File: config.mk
export PLATFORM = sky130hd
export DESIGN_NAME = spiflash_rdctl
export DESIGN_NICKNAME = d
export VERILOG_FILES = /design/src/rtl/spiflash_pkg.sv /design/src/rtl/spiflash_shift.sv /design/src/rtl/spiflash_rdctl.sv
export SDC_FILE = /design/constraint.sdc
export NUM_CORES = 1
export LEC_CHECK = 0
export CORE_AREA = 2 2 132 134
export CTS_CLUSTER_SIZE = 20
export DETAILED_ROUTE_END_ITERATION = 7
export DIE_AREA = 0 0 134 136
export PLACE_DENSITY = 0.8
export SYNTH_ARGS = -nofsm -noshare
export SYNTH_HDL_FRONTEND = slang
export SYNTH_HIERARCHICAL = 1
export SYNTH_SLANG_ARGS = --single-unit
File: constraint.sdc
create_clock -name clk -period 3.85 [get_ports clk]
set_input_delay 0.77 -clock clk [delete_from_list [all_inputs] [get_ports clk]]
set_output_delay 0.77 -clock clk [all_outputs]
set_load 0.01 [all_outputs]
File: src/rtl/spiflash_pkg.sv
// Shared opcodes, phase lengths and FSM encoding for the SPI NOR flash read controller.
package spiflash_pkg;

    localparam logic [7:0] CMD_PWRUP = 8'hAB;
    localparam logic [7:0] CMD_READ  = 8'h03;

    localparam logic [5:0] CMD_BITS  = 6'd8;
    localparam logic [5:0] ADDR_BITS = 6'd24;
    localparam logic [5:0] DATA_BITS = 6'd32;

    typedef enum logic [2:0] {
        PWRUP,
        PWAIT,
        IDLE,
        CSGAP,
        CMD,
        ADDR,
        DATA,
        DONE
    } state_t;

    // Word address (byte address bits [23:2]); wraps naturally like the flash's own counter.
    typedef logic [21:0] waddr_t;

    function automatic waddr_t next_waddr(input waddr_t a);
        return a + waddr_t'(1);
    endfunction

endpackage

File: src/rtl/spiflash_shift.sv
// Mode-0 SPI bit engine: divides clk into SCLK half-periods and shifts up to 32 bits MSB first.
module spiflash_shift #(
    parameter int CLK_DIV = 1
) (
    input  logic        clk,
    input  logic        resetn,
    input  logic        start,
    input  logic [5:0]  nbits,
    input  logic [31:0] tx,
    input  logic        miso,
    output logic        done,
    output logic        busy,
    output logic [31:0] rx,
    output logic        sclk,
    output logic        mosi
);
    localparam int DW = (CLK_DIV > 1) ? $clog2(CLK_DIV) : 1;
    localparam logic [DW-1:0] DIV_LAST = DW'(CLK_DIV - 1);

    logic [DW-1:0] div_cnt_reg;
    logic [5:0]    bits_left_reg;
    logic [31:0]   tx_reg;
    logic [31:0]   rx_reg;
    logic          busy_reg;
    logic          sclk_reg;
    logic          mosi_reg;

    logic [5:0]    align_sh;
    logic [31:0]   tx_aligned;
    logic          half_end;

    always_comb begin
        align_sh   = 6'd32 - nbits;
        tx_aligned = tx << align_sh;
        half_end   = busy_reg && (div_cnt_reg == DIV_LAST);
        // Asserted in the final high half-period so a follow-on start can load without a gap.
        done       = half_end && sclk_reg && (bits_left_reg == 6'd0);
    end

    always_ff @(posedge clk or negedge resetn) begin
        if (!resetn) begin
            div_cnt_reg   <= '0;
            bits_left_reg <= '0;
            tx_reg        <= '0;
            rx_reg        <= '0;
            busy_reg      <= 1'b0;
            sclk_reg      <= 1'b0;
            mosi_reg      <= 1'b0;
        end else if (start) begin
            busy_reg      <= 1'b1;
            sclk_reg      <= 1'b0;
            div_cnt_reg   <= '0;
            mosi_reg      <= tx_aligned[31];
            tx_reg        <= {tx_aligned[30:0], 1'b0};
            bits_left_reg <= nbits - 6'd1;
        end else if (busy_reg) begin
            if (half_end) begin
                div_cnt_reg <= '0;
                if (!sclk_reg) begin
                    sclk_reg <= 1'b1;
                    rx_reg   <= {rx_reg[30:0], miso};
                end else begin
                    sclk_reg <= 1'b0;
                    if (bits_left_reg == 6'd0) begin
                        busy_reg <= 1'b0;
                        mosi_reg <= 1'b0;
                    end else begin
                        mosi_reg      <= tx_reg[31];
                        tx_reg        <= {tx_reg[30:0], 1'b0};
                        bits_left_reg <= bits_left_reg - 6'd1;
                    end
                end
            end else begin
                div_cnt_reg <= div_cnt_reg + DW'(1);
            end
        end
    end

    assign busy = busy_reg;
    assign rx   = rx_reg;
    assign sclk = sclk_reg;
    assign mosi = mosi_reg;

endmodule

File: src/rtl/spiflash_rdctl.sv
// SPI NOR flash read controller: power-up, 0x03 reads and CS-low continuation for sequential words.
module spiflash_rdctl #(
    parameter int CLK_DIV      = 1,
    parameter int PWRUP_CYCLES = 16,
    parameter int CS_IDLE      = 2
) (
    input  logic        clk,
    input  logic        resetn,
    input  logic        valid,
    output logic        ready,
    input  logic [23:0] addr,
    output logic [31:0] rdata,
    output logic        spi_cs,
    output logic        spi_sclk,
    output logic        spi_mosi,
    input  logic        spi_miso
);
    import spiflash_pkg::*;

    localparam logic [15:0] PWAIT_LAST = 16'((PWRUP_CYCLES > 0) ? PWRUP_CYCLES - 1 : 0);
    localparam logic [15:0] GAP_MIN    = 16'(CS_IDLE);

    state_t      state_reg, state_next;
    waddr_t      addr_reg;
    waddr_t      nxt_addr_reg;
    logic        cs_reg;
    logic [15:0] gap_cnt_reg;
    logic [31:0] rdata_reg;
    logic [31:0] rx_le;

    logic        sh_start;
    logic [5:0]  sh_nbits;
    logic [31:0] sh_tx;
    logic        sh_done;
    logic        sh_busy;
    logic [31:0] sh_rx;

    logic        addr_load;
    logic        cs_raise;
    logic        gap_met;
    logic        pwait_met;
    logic        is_seq;
    logic        unused_addr_bits;

    assign unused_addr_bits = ^addr[1:0];

    spiflash_shift #(.CLK_DIV(CLK_DIV)) u_shift (
        .clk    (clk),
        .resetn (resetn),
        .start  (sh_start),
        .nbits  (sh_nbits),
        .tx     (sh_tx),
        .miso   (spi_miso),
        .done   (sh_done),
        .busy   (sh_busy),
        .rx     (sh_rx),
        .sclk   (spi_sclk),
        .mosi   (spi_mosi)
    );

    // First byte on the wire is the lowest-addressed byte and lands in rdata[7:0].
    generate
        for (genvar gi = 0; gi < 4; gi++) begin : g_bswap
            assign rx_le[8*gi +: 8] = sh_rx[31-8*gi -: 8];
        end
    endgenerate

    always_comb begin
        state_next = state_reg;
        sh_start   = 1'b0;
        sh_nbits   = CMD_BITS;
        sh_tx      = 32'd0;
        addr_load  = 1'b0;
        cs_raise   = 1'b0;
        gap_met    = (gap_cnt_reg >= GAP_MIN);
        pwait_met  = (gap_cnt_reg >= PWAIT_LAST);
        is_seq     = (addr[23:2] == nxt_addr_reg);

        case (state_reg)
            PWRUP: begin
                sh_tx = {24'd0, CMD_PWRUP};
                if (!sh_busy) begin
                    sh_start = 1'b1;
                end else if (sh_done) begin
                    cs_raise   = 1'b1;
                    state_next = PWAIT;
                end
            end
            PWAIT: begin
                if (pwait_met) state_next = IDLE;
            end
            IDLE: begin
                if (valid) begin
                    addr_load = 1'b1;
                    if (!cs_reg) begin
                        if (is_seq) begin
                            state_next = DATA;
                        end else begin
                            cs_raise   = 1'b1;
                            state_next = CSGAP;
                        end
                    end else if (gap_met) begin
                        state_next = CMD;
                    end else begin
                        state_next = CSGAP;
                    end
                end
            end
            CSGAP: begin
                if (gap_met) state_next = CMD;
            end
            CMD: begin
                sh_tx = {24'd0, CMD_READ};
                if (!sh_busy) begin
                    sh_start = 1'b1;
                end else if (sh_done) begin
                    sh_start   = 1'b1;
                    sh_nbits   = ADDR_BITS;
                    sh_tx      = {8'd0, addr_reg, 2'b00};
                    state_next = ADDR;
                end
            end
            ADDR: begin
                if (sh_done) begin
                    sh_start   = 1'b1;
                    sh_nbits   = DATA_BITS;
                    state_next = DATA;
                end
            end
            DATA: begin
                sh_nbits = DATA_BITS;
                if (!sh_busy) begin
                    sh_start = 1'b1;
                end else if (sh_done) begin
                    state_next = DONE;
                end
            end
            DONE: begin
                state_next = IDLE;
            end
            default: begin
                state_next = IDLE;
            end
        endcase
    end

    always_ff @(posedge clk or negedge resetn) begin
        if (!resetn) begin
            state_reg    <= PWRUP;
            addr_reg     <= '0;
            nxt_addr_reg <= '0;
            cs_reg       <= 1'b1;
            gap_cnt_reg  <= '0;
            rdata_reg    <= '0;
        end else begin
            state_reg <= state_next;
            if (addr_load) addr_reg <= addr[23:2];
            // CS falls together with the first bit of any shift; it rises only on explicit request.
            if (sh_start) begin
                cs_reg <= 1'b0;
            end else if (cs_raise) begin
                cs_reg <= 1'b1;
            end
            if (cs_raise) begin
                gap_cnt_reg <= '0;
            end else if (cs_reg && (gap_cnt_reg != 16'hFFFF)) begin
                gap_cnt_reg <= gap_cnt_reg + 16'd1;
            end
            if ((state_reg == DATA) && sh_done) begin
                rdata_reg    <= rx_le;
                nxt_addr_reg <= next_waddr(addr_reg);
            end
        end
    end

    assign ready  = (state_reg == DONE);
    assign rdata  = rdata_reg;
    assign spi_cs = cs_reg;

endmodule
==> flow_summary.ini <==
[run_status]
outcome = finished clean

[placed_design]
gp_congestion = 0.951
dpl_worst_slack_ps = 344
port_buffers = 61
post-dp-hpwl_mm = 15.3

[pwr]
peakVddDrop_v = 0.000424
power_leakage_nw = 4.70
power_density_mw_per_mm2 = 706

[final_layout]
finalNetCount = 1024
drive_gt1_frac = 0.205
areaGrowthSynthToFinish_pct = 15.5
final_common_cell = dfrtp_1
final_cell_mix = dfrtp_1 (168), mux2_2 (84), nand2_1 (78), clkdlybuf4s50_1 (60), nor2_1 (59)
antenna_cells = 0

[floorplan]
die-area_mm2 = 0.0182
num_rows = 48
dieHeight_um = 136
io_pins = 64
core_area_mm2 = 0.0169
initial_core_util = 0.587
die_width_um = 134

[detailed_routing]
drc = 0
avgViaCountPerCell = 6.00
first_pass_iters = 6
wirelength_mm = 22.1
vias = 7373
wl_per_cell_um = 17.9
first_iter_violations = 593
antenna_left = 0

[clock_network]
cts_made_buffers = 17
cts_hold_repair.buffers = 0
cts_buffer_depth = 2
clockRootBuffer = clkbuf_16
clk_pin_slew_ps = 70
cts-resized-gates = 0
clk_latency_ps = 440
cts_tree = done
ctsHtreeMaxLevel = 4
cts.sinks = 169
cts_setup_buffers = 0

[synth]
yosysWarnings = 6
seq_area_frac_synth = 0.427
synth_ff_type = dfrtp_1
synthArstFlopShare = 1.00
synth_edf_count = 0
syn_area_mm2 = 0.00991
syn-mean-instance-area_um2 = 10.8
synth_cell_types = 73
netlist_instances = 921
synth-seq-cells = 169

[setup_path]
end_kind = flop
critPathArrivalTime_ps = 3770
crit_chain = nor2_2 -> nand3_1 -> nor2_1 -> nand2_1 -> mux2i_1 -> and2_1 -> inv_1 -> or4_4 -> nand2_8 -> mux2_2 -> a222oi_1 -> o221ai_1
worst-path-buf-inv = 1
critPathMaxFanout = 27
crit_path_start_kind = flop
crit_family = simple AND/OR/NAND/NOR gates
required_ps = 4130
cp_slowest_cell = or4_4
max_stage_delay_ps = 640
crit_type = reg -> reg

[sta]
setup_slack_ps = 360
final-hold-violation-count = 0
setup_tns_ps = 0
rsz0062_at_grt = false
min_period_ps = 3490
final-setup-viol-count = 0
fmax_ghz = 0.287
slew_headroom = 0.269
skew_ps = 12.9
min_period_over_period = 0.906
worst_pin_slew_ps = 1090
maxSlewViolCount = 0

[global_routing]
track_usage = 0.251
overflow = 0
grt_pass1_vias = 6950
grt_max_degree = 90
antenna_found_initial = 0
grt_first_pass_wirelength_mm = 36.1

[run]
drv_cap = 0

[hold_path]
hp-class = in -> async
[path summary, 6_finish.rpt]
check,start,endpoint,slack [ps],cells past startpoint
min reg2reg,rdata[22]$_DFFE_PN0P_,rdata[22]$_DFFE_PN0P_,490,1
min,resetn,gap_cnt_reg[9]$_DFFE_PN0P_,390,1
max,u_shift/bits_left_reg[3]$_DFFE_PN0P_,u_shift/tx_reg[22]$_DFFE_PN0P_,360,12
min in group clk,rdata[22]$_DFFE_PN0P_,rdata[22]$_DFFE_PN0P_,490,1
max reg2reg,u_shift/bits_left_reg[3]$_DFFE_PN0P_,u_shift/tx_reg[22]$_DFFE_PN0P_,360,12
max in group asynchronous,resetn,rdata[9]$_DFFE_PN0P_,2690,2
[per-layer routing]
metal  vias to the layer above  track usage  part of all wire
li1                       3481            -                 -
met1                      3679        0.349              0.45
met2                       188        0.410              0.50
met3                        25       0.0433             0.044
met4                         0       0.0709             0.014
met5                         -            0                 0
[cell families after synthesis]
family	after synthesis	synth area share
buffers and inverters	76	0.0369
other	1	0.000378
adders and majority gates	5	0.00631
and+or+nand+nor	302	0.164
muxes	161	0.212
DFF	169	0.427
AOI/OAI and AO/OA	141	0.0926
xor gates and xnor gates	66	0.0610
[area by class of cell]
| type | instances | area [µm²] |
|---|---|---|
| repair buffers | 81 | 787 |
| fillers | 1265 | 5430 |
| well taps | 225 | 282 |
| clock inverters | 15 | 199 |
| clock buffers | 17 | 425 |
| flip-flops and latches | 169 | 4230 |
| multi-input cells | 708 | 5470 |
| inverters | 14 | 52.6 |
[cell usage after synthesis (2+ instances only)]
| cell | count | area (µm²) |
|---|---|---|
| inv_1 | 13 | 48.8 |
| dfrtp_1 | 168 | 4200 |
| mux2_2 | 84 | 946 |
| a21o_1 | 4 | 30.0 |
| xnor2_1 | 42 | 368 |
| mux2i_1 | 30 | 300 |
| a32o_1 | 2 | 20.0 |
| and4_1 | 3 | 26.3 |
| nor4_2 | 6 | 75.1 |
| o211ai_1 | 7 | 52.6 |
| nor2b_1 | 3 | 18.8 |
| a31oi_1 | 9 | 56.3 |
| xor2_1 | 22 | 193 |
| o22ai_1 | 4 | 25.0 |
| nand2b_1 | 5 | 31.3 |
| nor2_2 | 2 | 12.5 |
| nor2_1 | 60 | 225 |
| a2bb2oi_1 | 4 | 35.0 |
| mux4_2 | 29 | 653 |
| o21ai_0 | 40 | 200 |
| nor3_1 | 22 | 110 |
| nor3b_1 | 6 | 45.0 |
| nor4_1 | 9 | 56.3 |
| mux2_1 | 18 | 203 |
| nor3_2 | 13 | 130 |
| buf_6 | 4 | 45.0 |
| o32ai_1 | 5 | 43.8 |
| o31a_1 | 2 | 17.5 |
| ha_1 | 5 | 62.6 |
| and2_1 | 21 | 131 |
| nand2_1 | 78 | 293 |
| nand4_1 | 19 | 119 |
| clkbuf_1 | 25 | 93.8 |
| buf_4 | 5 | 37.5 |
| a311o_1 | 3 | 30.0 |
| and3_1 | 7 | 43.8 |
| o21a_1 | 4 | 30.0 |
| buf_1 | 3 | 11.3 |
| o21ai_1 | 17 | 85.1 |
| a32oi_1 | 3 | 26.3 |
| o221ai_1 | 6 | 52.6 |
| buf_2 | 25 | 125 |
| a21oi_1 | 20 | 100 |
| nand3_1 | 35 | 175 |
[through the flow]
| step | hold slack [ps] | cell area (µm²) | util | instances | total power, mW |
|---|---|---|---|---|---|
| floorplan | 459 | 10000 | - | 953 | 5.41 |
| global placement | 475 | 10800 | 0.641 | 1197 | 6.15 |
| detailed placement | 480 | 10800 | 0.641 | 1197 | 6.28 |
| CTS | 435 | 11400 | 0.678 | 1229 | 8.07 |
| global route | 460 | 11400 | 0.678 | 1229 | 8.59 |
| finish | 393 | 11400 | 0.678 | 1229 | 8.08 |
[where the power goes]
group / switching, mW / leakage (nW) / internal, mW
Sequential: 0.639 / 2.14 / 2.48
Clock: 0.854 / 0.294 / 0.892
Combinational: 1.67 / 2.27 / 1.55
Total: 3.16 / 4.70 / 4.92
Power figures use the tool's default switching activity.
